[src/rtl/core_run_ctrl_pkg.sv]
// Shared types and constants for the SCPU execution sequencer.
// Sits alongside the core package types (e.g. CoreInfo) used by the FPGA top level.
package core_run_ctrl_pkg;

  typedef enum logic [1:0] {
    MODE_HALT  = 2'b00,
    MODE_STEP  = 2'b01,
    MODE_BURST = 2'b10,
    MODE_RUN   = 2'b11
  } run_mode_e;

  typedef enum logic [1:0] {
    ST_IDLE  = 2'b00,
    ST_STEP  = 2'b01,
    ST_RUN   = 2'b10,
    ST_FAULT = 2'b11
  } run_state_e;

  localparam int unsigned TIMEOUT_DEFAULT = 1024;
  localparam int unsigned BURST_W         = 8;

endpackage

[src/rtl/core_run_ctrl_divider.sv]
// Free-run rate divider: tick once per (div+1) cycles, restartable so the
// first enable after entering STEP/RUN is issued immediately.
module core_en_divider #(
  parameter int DIV_W = 4
) (
  input  logic             clk_i,
  input  logic             rst_i,
  input  logic             restart_i,
  input  logic [DIV_W-1:0] div_i,
  output logic             tick_o
);

  logic [DIV_W-1:0] cnt_q, cnt_d;
  logic [DIV_W-1:0] lim_q, lim_d;

  // The period limit is latched only on wrap/restart so a div change never
  // truncates or stretches the period in progress.
  always_comb begin
    cnt_d = cnt_q + DIV_W'(1);
    lim_d = lim_q;
    if (restart_i || (cnt_q >= lim_q)) begin
      cnt_d = '0;
      lim_d = div_i;
    end
  end

  always_ff @(posedge clk_i) begin
    if (rst_i) begin
      cnt_q <= '0;
      lim_q <= '0;
    end else begin
      cnt_q <= cnt_d;
      lim_q <= lim_d;
    end
  end

  assign tick_o = (cnt_q == '0);

endmodule

[src/rtl/core_run_ctrl.sv]
// Execution sequencer: gates the SCPU core clock enable for halt, single-step,
// burst-step and rate-divided free-run, with breakpoint and watchdog stops.
//
// state    | meaning
// ---------+------------------------------------------------------------
// ST_IDLE  | core halted, waiting for a mode/step_req start condition
// ST_STEP  | issuing until 'remaining' instructions have retired
// ST_RUN   | free-running at the divided rate while mode stays RUN
// ST_FAULT | watchdog expired; held until fault_clr
module core_run_ctrl
  import core_run_ctrl_pkg::*;
#(
  parameter int XLEN    = 64,
  parameter int CNT_W   = 32,
  parameter int TIMEOUT = TIMEOUT_DEFAULT,
  parameter int DIV_W   = 4
) (
  input  logic               clk_i,
  input  logic               rst_i,
  input  logic [1:0]         mode_i,
  input  logic               step_req_i,
  input  logic [BURST_W-1:0] burst_len_i,
  input  logic [DIV_W-1:0]   div_i,
  input  logic               break_en_i,
  input  logic [XLEN-1:0]    break_pc_i,
  input  logic               fault_clr_i,
  input  logic               retire_valid_i,
  input  logic [XLEN-1:0]    retire_pc_i,
  output logic               core_en_o,
  output logic               busy_o,
  output logic               brk_hit_o,
  output logic               fault_o,
  output logic [CNT_W-1:0]   retire_cnt_o
);

  localparam int WD_W = $clog2(TIMEOUT + 1);

  run_state_e         state_q;
  logic [BURST_W-1:0] remaining_q;
  logic [WD_W-1:0]    wdog_q;
  logic [CNT_W-1:0]   retire_cnt_q;
  logic               brk_hit_q;
  logic               busy_q;
  logic               fault_q;

  run_mode_e mode;
  logic      tick;
  logic      bp_hit;
  logic      last_step;
  logic      mode_exit;
  logic      stop_now;
  logic      start_step;
  logic      start_run;
  logic      wdog_trip;
  logic      core_en;

  assign mode = run_mode_e'(mode_i);

  always_comb begin
    bp_hit     = retire_valid_i && break_en_i && (retire_pc_i == break_pc_i);
    last_step  = (state_q == ST_STEP) && retire_valid_i && (remaining_q == BURST_W'(1));
    mode_exit  = (state_q == ST_RUN) && (mode != MODE_RUN);
    stop_now   = busy_q && (bp_hit || last_step || mode_exit);
    start_step = (state_q == ST_IDLE) && step_req_i &&
                 ((mode == MODE_STEP) || ((mode == MODE_BURST) && (burst_len_i != '0)));
    start_run  = (state_q == ST_IDLE) && (mode == MODE_RUN);
    // A stopping cycle must not issue: the instruction that caused the stop
    // is the last one the core executes.
    core_en    = busy_q && tick && !stop_now;
    wdog_trip  = core_en && !retire_valid_i && (wdog_q == WD_W'(TIMEOUT - 1));
  end

  core_en_divider #(
    .DIV_W (DIV_W)
  ) u_divider (
    .clk_i     (clk_i),
    .rst_i     (rst_i),
    .restart_i (start_step || start_run),
    .div_i     (div_i),
    .tick_o    (tick)
  );

  always_ff @(posedge clk_i) begin
    if (rst_i) begin
      state_q      <= ST_IDLE;
      remaining_q  <= '0;
      wdog_q       <= '0;
      retire_cnt_q <= '0;
      brk_hit_q    <= 1'b0;
      busy_q       <= 1'b0;
      fault_q      <= 1'b0;
    end else begin
      if (retire_valid_i) begin
        retire_cnt_q <= retire_cnt_q + CNT_W'(1);
      end

      case (state_q)
        ST_IDLE: begin
          if (start_step) begin
            state_q     <= ST_STEP;
            busy_q      <= 1'b1;
            remaining_q <= (mode == MODE_STEP) ? BURST_W'(1) : burst_len_i;
            wdog_q      <= '0;
            brk_hit_q   <= 1'b0;
          end else if (start_run) begin
            state_q   <= ST_RUN;
            busy_q    <= 1'b1;
            wdog_q    <= '0;
            brk_hit_q <= 1'b0;
          end
        end

        ST_STEP, ST_RUN: begin
          if (bp_hit) begin
            state_q   <= ST_IDLE;
            busy_q    <= 1'b0;
            brk_hit_q <= 1'b1;
          end else if (last_step || mode_exit) begin
            state_q <= ST_IDLE;
            busy_q  <= 1'b0;
          end else if (wdog_trip) begin
            state_q <= ST_FAULT;
            busy_q  <= 1'b0;
            fault_q <= 1'b1;
          end else if (retire_valid_i) begin
            wdog_q <= '0;
            if (state_q == ST_STEP) begin
              remaining_q <= remaining_q - BURST_W'(1);
            end
          end else if (core_en) begin
            wdog_q <= wdog_q + WD_W'(1);
          end
        end

        ST_FAULT: begin
          if (fault_clr_i) begin
            state_q <= ST_IDLE;
            fault_q <= 1'b0;
          end
        end

        default: begin
          state_q <= ST_IDLE;
          busy_q  <= 1'b0;
          fault_q <= 1'b0;
        end
      endcase
    end
  end

  assign core_en_o    = core_en;
  assign busy_o       = busy_q;
  assign brk_hit_o    = brk_hit_q;
  assign fault_o      = fault_q;
  assign retire_cnt_o = retire_cnt_q;

endmodule

[config.mk]
export PLATFORM = sky130hd
export DESIGN_NAME = core_run_ctrl
export DESIGN_NICKNAME = d
export VERILOG_FILES = /design/src/rtl/core_run_ctrl_pkg.sv /design/src/rtl/core_run_ctrl_divider.sv /design/src/rtl/core_run_ctrl.sv
export SDC_FILE = /design/constraint.sdc
export NUM_CORES = 1
export LEC_CHECK = 0
export CORE_MARGIN = 5
export CORE_UTILIZATION = 32
export CTS_CLUSTER_SIZE = 25
export DETAILED_ROUTE_END_ITERATION = 10
export PLACE_DENSITY = 0.63
export SYNTH_ARGS = -nofsm -noshare
export SYNTH_HDL_FRONTEND = slang
export SYNTH_SLANG_ARGS = --single-unit
[constraint.sdc]
create_clock -name clk_i -period 3.73 [get_ports clk_i]
set_input_delay 0.9325 -clock clk_i [delete_from_list [all_inputs] [get_ports clk_i]]
set_output_delay 0.9325 -clock clk_i [all_outputs]
set_load 0.02 [all_outputs]
Word-level counts from Yosys, hierarchy flattened --
Index checks and enable logic that the tools add are counted.
Storage, ports and cells: word-level logic and storage cells 109, latch bits 0, input port bits 148, bits in read-only memories 0, register bits after elaboration 64, RAM bits 0, memories 0
Operators by class: multiplexer cells 38, shifts and indexed selects 0, magnitude comparators 1, equal/unequal tests 22, div/mod/pow operators 0, reduce and logical (&&, ||, !) cells 35, multiply operators 0, add/subtract/negate cells 4, bitwise logic cells 0
Operators with widths (number):
- $mux W11 | 7
- $eq A64 B64 Y1 | 1
- $mux W8 | 7
- $add A32 B1 Y32 const B | 1
- $pmux W11 S2 | 1
- $ne A2 B2 Y1 const B | 10
- $pmux W8 S2 | 1
- $logic_and A1 B1 Y1 | 14
- $mux W1 | 12
- $mux W2 | 6
- $add A11 B1 Y11 const B | 1
- $eq A11 B10 Y1 const B | 1
- $reduce_and A3 Y1 | 3
- $eq A2 B2 Y1 const B | 4
- $eq A8 B1 Y1 const B | 1
- $reduce_bool A8 Y1 | 1
- $sub A8 B1 Y8 const B | 1
- $reduce_and A7 Y1 | 1
- $logic_or A1 B1 Y1 | 6
- $ne A3 B3 Y1 const B | 2
- $pmux W1 S2 | 3
- $pmux W2 S3 | 1
- $reduce_and A6 Y1 | 1
- $reduce_and A5 Y1 | 1
- 9 further kinds | 13

Logic depth before layout (Yosys ltp) --
Gate-level depths: netlist (run 1).
depth in word-level cells 14, depth in mapped cells 10

By module --
Synthesis (run 1) repeated with hierarchy kept, for this count alone.
Unflattened totals: cell total of the unflattened synthesis 519, area total of the unflattened synthesis 4316.6 um2
By module, submodules not included:
- core_run_ctrl | seq. area each 1121.1 um2, area each 3854.9 um2, cells an instance 474, instances 1
- core_en_divider | seq. area each 160.2 um2, area each 461.7 um2, cells an instance 45, instances 1

Least setup slack after synthesis (run 1) --
OpenSTA, ideal clock, no wires.
path type input port to output port, start in break_pc_i[63], end out core_en_o, stages 9, path slack 101 ps, arrival time 2696 ps, path buffers 2, cell sequence nor2b_1 -> a2111oi_2 -> nand4_1 -> or4_4 -> or2_0 -> buf_2 -> buf_2 -> nand2_1 -> nor2_1
On the way: longest elaborated chain between the ends 7
RTL lines:
- from (decl) | line core_run_ctrl.sv:25 | input logic [XLEN-1:0] break_pc_i,
- $eq A64 B64 Y1 | line core_run_ctrl.sv:60 | bp_hit = retire_valid_i && break_en_i && (retire_pc_i == break_pc_i);
- $logic_and A1 B1 Y1 | line core_run_ctrl.sv:60
- $logic_or A1 B1 Y1 (2 in series) | line core_run_ctrl.sv:63 | stop_now = busy_q && (bp_hit || last_step || mode_exit);
- $logic_and A1 B1 Y1 | line core_run_ctrl.sv:63
- $logic_not A1 Y1 | line core_run_ctrl.sv:69 | core_en = busy_q && tick && !stop_now;
- $logic_and A1 B1 Y1 | line core_run_ctrl.sv:69
- to (decl) | line core_run_ctrl.sv:29 | output logic core_en_o,
Every way passes these cells.

Worst setup path in the final report (run 1) --
start in retire_pc_i[63], end out core_en_o
On the way: longest elaborated chain between the ends 7
RTL lines:
- from (decl) | line core_run_ctrl.sv:28 | input logic [XLEN-1:0] retire_pc_i,
- $eq A64 B64 Y1 | line core_run_ctrl.sv:60
- $logic_and A1 B1 Y1 | line core_run_ctrl.sv:60
- $logic_or A1 B1 Y1 (2 in series) | line core_run_ctrl.sv:63
- $logic_and A1 B1 Y1 | line core_run_ctrl.sv:63
- $logic_not A1 Y1 | line core_run_ctrl.sv:69
- $logic_and A1 B1 Y1 | line core_run_ctrl.sv:69
Every way passes these cells.

==> impl_metrics.sql, run 1 <==
INSERT INTO impl_metrics (metric_group, metric, value, unit) VALUES
('drt', 'detailroute.via_count', '4573', ''),
('sta', 'finalHoldViolations', '0', ''),
('sta', 'maximum_achievable_frequency', '271', 'MHz'),
('worst_setup_path', 'timing.reg2reg.worst_path_depth', '8', ''),
('sta', 'timing.final.ws_setup', '35.5', 'ps'),
('run', 'maxCapViolCount', '0', ''),
('floorplan', 'io_pins', '184', ''),
('sta', 'rsz_0062_raised_after_global_routing', 'true', ''),
('synthesis', 'synth_cell_type_count', '57', ''),
('worst_setup_path', 'maximum_fanout_encountered_on_the_critical_timing_path', '2', ''),
('cells_and_area', 'area_delta_synth_final', '62.2', '%'),
('worst_setup_path', 'r2r_start', 'state_q[0]', ''),
('cells_and_area', 'multi_input_area', '2870', 'µm²'),
('drt', 'dr.first_iter.drc_count', '285', ''),
('placement', 'post-place-cells', '885', ''),
('sta', 'timing_worst_slew_pin_value', '879', 'ps'),
('grt', 'grt_max_degree', '58', ''),
('synthesis', 'synth_sequential_area_ratio', '30.6', '%'),
('floorplan', 'dieArea', '15500', 'µm²'),
('worst_setup_path', 'crit_slowest_cell', 'or4_4', ''),
('clock_tree', 'max-clock-path-buffers', '2', ''),
('worst_hold_path', 'timing.hold.worst_path_depth', '2', ''),
('synthesis', 'synth-warning-count', '0', ''),
('placement', 'routabilityCongestion', '0.845', ''),
('sta', 'finalMaxSlewViolations', '0', ''),
('worst_setup_path', 'path_buf_inv', '2', ''),
('worst_hold_path', 'hold_path_startpoint', 'fault_o', ''),
('drt', 'avgRoutedWirePerCell', '15.7', 'µm'),
('cells_and_area', 'post_route_cells_drive_above_1_share', '12.7', '%'),
('cells_and_area', 'finish.instance_area', '6800', 'µm²'),
('grt', 'grt-ovfl-total', '0', ''),
('drt', 'drtPass1Iterations', '4', ''),
('cells_and_area', 'seq_area', '1280', 'µm²'),
('worst_setup_path', 'worstReg2RegEnd', 'wdog_q[4]', ''),
('cells_and_area', 'utilization', '53.4', '%'),
('sta', 'whs', '460', 'ps'),
('power_and_ir_drop', 'vdd.ir_drop.worst', '0.000255', 'V'),
('drt', 'routed_wl', '14300', 'µm'),
('floorplan', 'core.rowCount', '41', ''),
('grt', 'grt_pass1_vias', '4640', ''),
('synthesis', 'synth_flop_cell', 'dfxtp_1', ''),
('clock_tree', 'holdBufCountCts', '0', ''),
('power_and_ir_drop', 'proportion_of_total_power_due_to_net_switching', '36.4', '%'),
('worst_setup_path', 'worst_ep_arrival_time', '2760', 'ps'),
('worst_setup_path', 'critical_path_start_type', 'primary input', ''),
('worst_setup_path', 'regToRegSetupSlack', '1020', 'ps'),
('sta', 'setup_violations', '0', ''),
('synthesis', 'postSynthNetCount', '687', ''),
('power_and_ir_drop', 'power', '3.01', 'mW'),
('clock_tree', 'clk_pin_slew_worst_paths', '60', 'ps'),
('cells_and_area', 'finish.net_count', '892', ''),
('synthesis', 'synth_edf_count', '0', ''),
('grt', 'global_route_usage_over_all_layers', '17.9', '%'),
('outcome', 'outcome', 'complete, no violations', ''),
('drt', 'avgViaCountPerCell', '5.03', ''),
('floorplan', 'fp.dieW', '124', 'µm'),
('floorplan', 'die_h', '124', 'µm'),
('worst_setup_path', 'worst_ep_required_time', '2800', 'ps'),
('drt', 'drc', '0', ''),
('power_and_ir_drop', 'combinational_share_of_power', '41.5', '%'),
('placement', 'placement.cell_area', '6320', 'µm²'),
('grt', 'number_of_antenna_violations_at_the_first_check_in_global_routing', '4', ''),
('power_and_ir_drop', 'p_clk_share', '30.7', '%'),
('worst_hold_path', 'min_delay_worst_endpoint', 'fault_o', ''),
('grt', 'grt_first_pass_wirelength', '23000', 'µm'),
('worst_setup_path', 'category_of_the_worst_setup_path_capture_point', 'output pin', ''),
('worst_setup_path', 'critPathTopFamily', 'simple AND/OR/NAND/NOR gates', ''),
('cells_and_area', 'fillCellCount', '1234', ''),
('clock_tree', 'clockRootBuffer', 'clkbuf_16', ''),
('placement', 'total_half_perimeter_wirelength_after_legalization_and_detailed_placement', '11800', 'µm'),
('power_and_ir_drop', 'p_leak', '2.68', 'nW');
[flip-flops by register name, summed over array words and instances (netlist names)]
name,count
brk_hit_o,1
busy_o,1
fault_o,1
remaining_q,8
retire_cnt_o,32
state_q,2
u_divider.cnt_q,4
u_divider.lim_q,4
wdog_q,11
[synth_stat cells, drive strengths merged, types with 12 or more instances]
cell type / count / area [µm²]
nor2: 53 / 199
xnor2: 48 / 420
and3: 12 / 75.1
nand3: 26 / 130
nand2: 42 / 158
nor2b: 19 / 119
nand4: 19 / 119
dfxtp: 64 / 1280
a21oi: 20 / 100
inv: 37 / 139
o21ai: 14 / 70.1
xor2: 29 / 254
ha: 15 / 188
[cells in the final DEF (no fill, tap or decap), types with 9 or more instances in the layout]
cell type        netlist  routed
nand2_1               42      40
nor3_1                 9       9
buf_4                  0      22
clkdlybuf4s15_1        0       9
nor2b_1               19      12
o21ai_0               13      13
clkbuf_16              0       9
a31oi_1               11      11
clkdlybuf4s50_1        0     119
and3_1                12      12
buf_2                  2      10
inv_1                 36      32
nand3_1               26      26
ha_1                  15      15
xnor2_1               48      47
dfxtp_1               64      64
a21oi_1               20      20
nand4_1               19      19
xor2_1                29      29
nor2_1                53      52
dlygate4sd2_1          0      26
[cells by family (layout without fill, tap and decap cells)]
logic type	after synthesis	after routing	synth area share, %
mux	6	6	1.43
compound gates	90	90	15.2
xor+xnor	77	77	16.1
buf+inv	50	260	4.72
other cells	0	4	0
flops	64	64	30.6
fa+ha+maj	15	15	4.48
simple gates	222	222	27.5
[worst min-delay path, delay by kind of cell (launching register included)]
family             cells  cell delay (ps)
and+or+nand+nor        1               50
AOI/OAI and AO/OA      1               50
DFF                    1              310
[layout make-up]
type,count,share of cell area (%)
multi-input cells,410,42.2
repair buffers,207,28.7
flip-flops and latches,64,18.8
clock buffers,9,3.31
well taps,172,3.17
inverters,37,2.04
clock inverters,7,1.55
diodes,4,0.147
[worst max-delay path by stage]
stage,depth (start not counted),start,slack [ps],endpoint
finish,9,retire_pc_i[63],40,core_en_o
global route,9,retire_pc_i[63],-20,core_en_o
CTS,8,break_pc_i[28],0.6,core_en_o
detailed placement,9,retire_pc_i[63],-820,core_en_o
global placement,9,retire_valid_i,-830,core_en_o
floorplan,9,break_pc_i[63],100,core_en_o
[power groups by stage]
stage	sequential (mW)	clock (mW)	combinational (mW)
floorplan	0.839	0	0.785
global placement	0.848	0	1.21
detailed placement	0.850	0	1.23
CTS	0.837	0.944	1.23
global route	0.850	0.975	1.38
finish	0.838	0.925	1.25
[routing by layer]
metal / vias to the layer above / wire length [µm] / track usage [%]
li1: 2276 / - / -
met4: 0 / 280 / 5.29
met2: 170 / 7400 / 32.8
met5: - / 0 / 0
met3: 23 / 1150 / 6.48
met1: 2104 / 5500 / 19.1
[repair_timing]
item	4_1_cts	5_1_grt
endpoints found under the setup margin	1	1
setup buffers	4	1
hold endpoints to repair	0	0
pin swaps	27	14
resized for setup	132	34
(Power assumes the default switching activity.)
==> run 2, diff against run 1 <==
CELL_PAD_IN_SITES_DETAIL_PLACEMENT = 0   (was default)
CELL_PAD_IN_SITES_GLOBAL_PLACEMENT = 1   (was default)
CORE_UTILIZATION = 30   (was 32)
PLACE_DENSITY = 0.8   (was 0.63)
==> run 2 against run 1 <==
Net effect: wire length rose by 3.4%; worst hold slack improved by 13 ps; count of clock-buffer cells in the layout rose by 2; fmax rose by 0.47%; design area rose by 1.0%; first-iteration DRC count fell by 21%; clock power fell by 2%; sequential power rose by 0.5%.
==> impl_metrics.sql, run 2 (same netlist as run 1, synthesis figures left out) <==
INSERT INTO impl_metrics (metric_group, metric, value, unit) VALUES
('sta', 'shortest_period_the_worst_path_allows', '3680', 'ps'),
('worst_setup_path', 'maximum_fanout_encountered_on_the_critical_timing_path', '2', ''),
('cells_and_area', 'largest_register_ffs', '32', ''),
('clock_tree', 'holdBufCountCts', '0', ''),
('grt', 'grt_max_degree', '58', ''),
('worst_setup_path', 'critical_path_start_type', 'primary input', ''),
('grt', 'number_of_antenna_violations_at_the_first_check_in_global_routing', '6', ''),
('drt', 'avgRoutedWirePerCell', '16.1', 'µm'),
('cells_and_area', 'finish.net_count', '894', ''),
('sta', 'final_min_period_over_clock_period', '98.6', '%'),
('drt', 'routed_wl', '14800', 'µm'),
('placement', 'post-place-cells', '897', ''),
('worst_setup_path', 'worst_ep_arrival_time', '2740', 'ps'),
('clock_tree', 'clockRootBuffer', 'clkbuf_16', ''),
('worst_setup_path', 'path_class', 'primary input to output pin', ''),
('drt', 'avgViaCountPerCell', '5.01', ''),
('placement', 'io_buffer_count', '183', ''),
('floorplan', 'core_region_area', '13800', 'µm²'),
('grt', 'global_route_usage_over_all_layers', '17.7', '%'),
('drt', 'drt.antenna.violating_nets', '0', ''),
('power_and_ir_drop', 'p_leak', '2.93', 'nW'),
('placement', 'placement.cell_area', '6360', 'µm²'),
('clock_tree', 'clk_pin_slew_worst_paths', '50', 'ps'),
('sta', 'finalMaxSlewViolations', '0', ''),
('clock_tree', 'max-clock-path-buffers', '2', ''),
('worst_setup_path', 'category_of_the_worst_setup_path_capture_point', 'output pin', ''),
('floorplan', 'dieArea', '16400', 'µm²'),
('placement', 'total_half_perimeter_wirelength_after_legalization_and_detailed_placement', '12000', 'µm'),
('worst_setup_path', 'crit_slowest_cell', 'or4_1', ''),
('power_and_ir_drop', 'vdd.ir_drop.worst', '0.000201', 'V'),
('run', 'maxCapViolCount', '0', ''),
('clock_tree', 'clock_insertion_delay_worst_skew', '330', 'ps'),
('outcome', 'outcome', 'complete, no violations', ''),
('drt', 'detailroute.via_count', '4618', ''),
('worst_hold_path', 'min-delay-path-class', 'flip-flop to flip-flop', ''),
('power_and_ir_drop', 'total_power_density_per_cell_area', '437', 'nW/µm²'),
('floorplan', 'io_pins', '184', ''),
('drt', 'drtPass1Iterations', '4', ''),
('floorplan', 'die_h', '128', 'µm'),
('sta', 'finalHoldViolations', '0', ''),
('sta', 'finClkSkew', '7.54', 'ps'),
('sta', 'setup_violations', '0', ''),
('clock_tree', 'cts_htree_levels', '3', ''),
('sta', 'timing_worst_slew_pin_value', '613', 'ps'),
('worst_setup_path', 'worst_ep_required_time', '2800', 'ps'),
('cells_and_area', 'post_route_cells_drive_above_1_share', '13.6', '%'),
('clock_tree', 'clkSinkCount', '64', ''),
('placement', 'routabilityCongestion', '0.857', ''),
('sta', 'maximum_achievable_frequency', '272', 'MHz'),
('grt', 'grt_first_pass_wirelength', '23000', 'µm'),
('worst_setup_path', 'path_cells', 'buf_6 -> inv_2 -> o22ai_1 -> or4_1 -> or4_4 -> or2_4 -> nand2_2 -> nor2_2 -> buf_6', ''),
('worst_setup_path', 'critPathMostFrequentCell', 'buf_6', ''),
('cells_and_area', 'post_layout_nonfiller_instances', '921', ''),
('sta', 'slew_headroom', '59.1', '%'),
('grt', 'grt_pass1_vias', '4772', ''),
('floorplan', 'initial_utilization', '30.4', '%'),
('cells_and_area', 'finish.instance_area', '6870', 'µm²'),
('cells_and_area', 'most_common_cell_after_layout_fill_and_taps_aside', 'clkdlybuf4s50_1', ''),
('cells_and_area', 'fillCellCount', '1338', ''),
('cells_and_area', 'seq_area', '1280', 'µm²'),
('worst_setup_path', 'critical-path-max-stage-delay', '550', 'ps'),
('clock_tree', 'tritoncts', 'yes', ''),
('cells_and_area', 'layout_common_cells', '90 x clkdlybuf4s50_1, 64 x dfxtp_1, 52 x nor2_1', ''),
('grt', 'grt-ovfl-total', '0', ''),
('drt', 'dr.first_iter.drc_count', '225', ''),
('clock_tree', 'cts_buffers', '9', ''),
('drt', 'drc', '0', ''),
('cells_and_area', 'multi_input_area', '2900', 'µm²'),
('floorplan', 'core.rowCount', '43', ''),
('floorplan', 'fp.dieW', '128', 'µm'),
('cells_and_area', 'area_delta_synth_final', '63.8', '%');
-- run 2: area by class of cell --
cell class / count / share of cell area, %
Timing Repair Buffer: 209 / 29.0
Sequential cell: 64 / 18.7
Inverter: 37 / 2.02
Multi-Input combinational cell: 410 / 42.2
Antenna cell: 5 / 0.182
Clock buffer: 11 / 3.53
Clock inverter: 5 / 1.15
Tap cell: 180 / 3.28
-- run 2: through the flow --
stage	TNS [ps]	power, mW	utilization [%]	worst slack (ps)	hold WS, ps
after global routing	-21.5	3.21	49.9	-21.5	512
after CTS	0	3.01	48.8	2.36	472
after global placement	-776	2.07	46.2	-736	441
after detailed placement	-749	2.09	46.2	-718	458
after floorplan	0	1.62	-	101	430
final	0	3.00	49.9	52.8	473
-- run 2: path summary, 6_finish.rpt --
kind / start / endpoint / slack, ps / depth (start not counted)
setup / recovery: break_pc_i[22] / core_en_o / 50 / 9
hold reg to reg: u_divider.cnt_q[0] / u_divider.cnt_q[0] / 470 / 1
hold / removal: u_divider.cnt_q[0] / u_divider.cnt_q[0] / 470 / 1
setup reg to reg: state_q[0] / remaining_q[7] / 1140 / 9
-- run 2: critical path: cells and delay by family --
kind	cells	cell delay (ps)
AO/OA/AOI/OAI	1	70
buffers and inverters	3	270
AND/OR/NAND/NOR	5	1460
-- run 2: metal layers --
metal / wire length [µm] / up-vias / track usage, %
met5: 0 / - / 0
met4: 711 / 0 / 9.93
met3: 1270 / 42 / 6.33
met2: 7530 / 190 / 32.0
met1: 5290 / 2089 / 17.5
li1: - / 2297 / -
-- run 2: repair_timing --
item                       in CTS  in global routing
setup buffers                   3                  0
cloned                          0                  0
gates resized for setup       140                 57
setup endpoints to repair       1                  1
pin swaps                      31                 32
-- run 2: power by group --
group / total, mW / leakage (nW) / switching, mW / internal [mW]
sequential: 0.842 / 0.519 / 0.0818 / 0.761
combinational: 1.25 / 2.25 / 0.683 / 0.567
clock: 0.910 / 0.160 / 0.307 / 0.603
total: 3.00 / 2.93 / 1.07 / 1.93
==> run 3, diff against run 2 <==
RECOVER_POWER = 50   (was default)
==> run 3 against run 2 <==
Net effect: global-route usage unchanged; design area barely moved; highest routed layer unchanged; core utilization hardly changed; clock power about the same; the run now ends with max-capacitance violations, max-slew violations left.
==> impl_metrics.sql, run 3 (same netlist as run 1, synthesis figures left out) <==
INSERT INTO impl_metrics (metric_group, metric, value, unit) VALUES
('outcome', 'outcome', 'finished, violations left', ''),
('outcome', 'violations', 'max-capacitance violations, max-slew violations', ''),
('sta', 'setup_tns', '0', 'ps'),
('worst_hold_path', 'min-delay-path-class', 'flip-flop to flip-flop', ''),
('grt', 'grt_max_degree', '58', ''),
('cells_and_area', 'most_common_cell_after_layout_fill_and_taps_aside', 'dfxtp_1', ''),
('worst_setup_path', 'regToRegSetupSlack', '1070', 'ps'),
('cells_and_area', 'area_delta_synth_final', '63.7', '%'),
('sta', 'finalMaxSlewViolations', '58', ''),
('drt', 'avgRoutedWirePerCell', '16.1', 'µm'),
('cells_and_area', 'largest_register_ffs', '32', ''),
('drt', 'drt.antenna.violating_nets', '0', ''),
('grt', 'number_of_antenna_violations_at_the_first_check_in_global_routing', '6', ''),
('worst_setup_path', 'critPathMostFrequentCell', 'buf_6', ''),
('cells_and_area', 'post_route_cells_drive_above_1_share', '13.3', '%'),
('grt', 'global_route_usage_over_all_layers', '17.7', '%'),
('cells_and_area', 'utilization', '49.8', '%'),
('cells_and_area', 'layout_common_cells', '64 x dfxtp_1, 55 x clkdlybuf4s50_1, 52 x nor2_1', ''),
('clock_tree', 'cts_htree_levels', '3', ''),
('worst_setup_path', 'path_cells', 'buf_6 -> inv_2 -> o22ai_1 -> or4_1 -> or4_4 -> or2_4 -> nand2_2 -> nor2_2 -> buf_6', ''),
('clock_tree', 'clk_pin_slew_worst_paths', '50', 'ps'),
('cells_and_area', 'finish.net_count', '894', ''),
('drt', 'route.met3.wl', '1280', 'µm'),
('power_and_ir_drop', 'vdd.ir_drop.worst', '0.000201', 'V'),
('clock_tree', 'max-clock-path-buffers', '2', ''),
('drt', 'avgViaCountPerCell', '5.01', ''),
('sta', 'shortest_period_the_worst_path_allows', '3680', 'ps'),
('sta', 'finClkSkew', '7.54', 'ps'),
('placement', 'total_half_perimeter_wirelength_after_legalization_and_detailed_placement', '12000', 'µm'),
('worst_setup_path', 'category_of_the_worst_setup_path_capture_point', 'output pin', ''),
('worst_setup_path', 'maximum_fanout_encountered_on_the_critical_timing_path', '2', ''),
('worst_setup_path', 'path_class', 'primary input to output pin', ''),
('floorplan', 'fp.dieW', '128', 'µm'),
('floorplan', 'core.rowCount', '43', ''),
('floorplan', 'io_pins', '184', ''),
('drt', 'met2_length', '7530', 'µm'),
('drt', 'highest_signal_layer_in_the_routed_design', 'met4', ''),
('placement', 'routabilityCongestion', '0.857', ''),
('grt', 'grt_first_pass_wirelength', '23000', 'µm'),
('cells_and_area', 'fillCellCount', '1341', ''),
('floorplan', 'dieArea', '16400', 'µm²'),
('placement', 'io_buffer_count', '183', ''),
('worst_setup_path', 'path_buf_inv', '3', ''),
('drt', 'drc', '0', ''),
('drt', 'drtPass1Iterations', '4', ''),
('worst_setup_path', 'worst_ep_required_time', '2800', 'ps'),
('worst_setup_path', 'critical-path-max-stage-delay', '550', 'ps'),
('drt', 'routed_wl', '14800', 'µm'),
('run', 'maxCapViolCount', '1', ''),
('floorplan', 'die_h', '128', 'µm'),
('worst_setup_path', 'critical_path_start_type', 'primary input', ''),
('drt', 'dr.first_iter.drc_count', '221', ''),
('power_and_ir_drop', 'p_leak', '3.04', 'nW'),
('grt', 'grt_pass1_vias', '4772', ''),
('sta', 'maximum_achievable_frequency', '272', 'MHz'),
('clock_tree', 'clockRootBuffer', 'clkbuf_16', ''),
('sta', 'final_min_period_over_clock_period', '98.6', '%'),
('sta', 'slew_headroom', '-67.7', '%'),
('sta', 'timing_worst_slew_pin_value', '2520', 'ps'),
('clock_tree', 'clock_insertion_delay_worst_skew', '330', 'ps'),
('clock_tree', 'tritoncts', 'yes', ''),
('clock_tree', 'clkSinkCount', '64', ''),
('sta', 'setup_violations', '0', ''),
('drt', 'wl_met1', '5280', 'µm'),
('floorplan', 'initial_utilization', '30.4', '%'),
('grt', 'grt-ovfl-total', '0', ''),
('worst_setup_path', 'crit_slowest_cell', 'or4_1', ''),
('worst_setup_path', 'critPathTopFamily', 'simple AND/OR/NAND/NOR gates', ''),
('power_and_ir_drop', 'total_power_density_per_cell_area', '437', 'nW/µm²'),
('sta', 'finalHoldViolations', '0', ''),
('clock_tree', 'cts_buffers', '9', ''),
('drt', 'detailroute.via_count', '4615', ''),
('floorplan', 'core_region_area', '13800', 'µm²'),
('worst_setup_path', 'worst_ep_arrival_time', '2740', 'ps');
run 3: metal layers:
metal | track usage, % | vias to the layer above
met5 | 0 | -
met4 | 9.93 | 0
met3 | 6.33 | 42
met2 | 32.0 | 190
met1 | 17.5 | 2084
li1 | - | 2299
run 3: report_power, final:
part / internal (mW) / switching (mW) / leakage, nW
sequential: 0.761 / 0.0814 / 0.519
clock: 0.603 / 0.306 / 0.160
combinational: 0.564 / 0.683 / 2.36
run 3: final timing paths:
check                       endpoint  cells past startpoint                from
setup / recovery           core_en_o                      9      break_pc_i[22]
hold reg to reg   u_divider.cnt_q[0]                      1  u_divider.cnt_q[0]
hold / removal    u_divider.cnt_q[0]                      1  u_divider.cnt_q[0]
setup reg to reg      remaining_q[1]                      9          state_q[0]
run 3: what timing repair did:
item                                   CTS  global route
pin swaps                               31            32
hold buffers                             0             0
setup buffers                            3             0
setup endpoints to repair                1             1
cloned                                   0             0
resized for setup                      140            57
endpoints found under the hold margin    0             0
run 3: metrics by stage:
step | setup WS (ps) | total power, mW | instance area [µm²] | std cells | hold slack [ps]
floorplan | 101 | 1.62 | 4190 | 524 | 430
global placement | -736 | 2.07 | 6360 | 897 | 441
detailed placement | -718 | 2.09 | 6360 | 897 | 458
CTS | 2.36 | 3.01 | 6730 | 916 | 472
global route | -21.5 | 3.21 | 6860 | 921 | 512
finish | 52.8 | 3.00 | 6860 | 921 | 473
run 3: area by class of cell:
type | count | area, µm² | area share (%)
antenna | 5 | 12.5 | 0.182
clock buffer | 11 | 243 | 3.54
clock inverter | 5 | 78.8 | 1.15
inverter | 37 | 139 | 2.02
multi-input combinational | 410 | 2900 | 42.2
sequential | 64 | 1280 | 18.7
tap | 180 | 225 | 3.28
timing repair buffer | 209 | 1990 | 28.9
run 3: worst reg2reg max path: stages (launching register included):
cell and delay [ps]:
dfxtp_1 370, inv_1 100, ha_1 440, nor2b_1 210, a211oi_1 220, nand2_1 120
a21oi_1 440, nand2_1 250, a21oi_1 200, a311oi_1 60
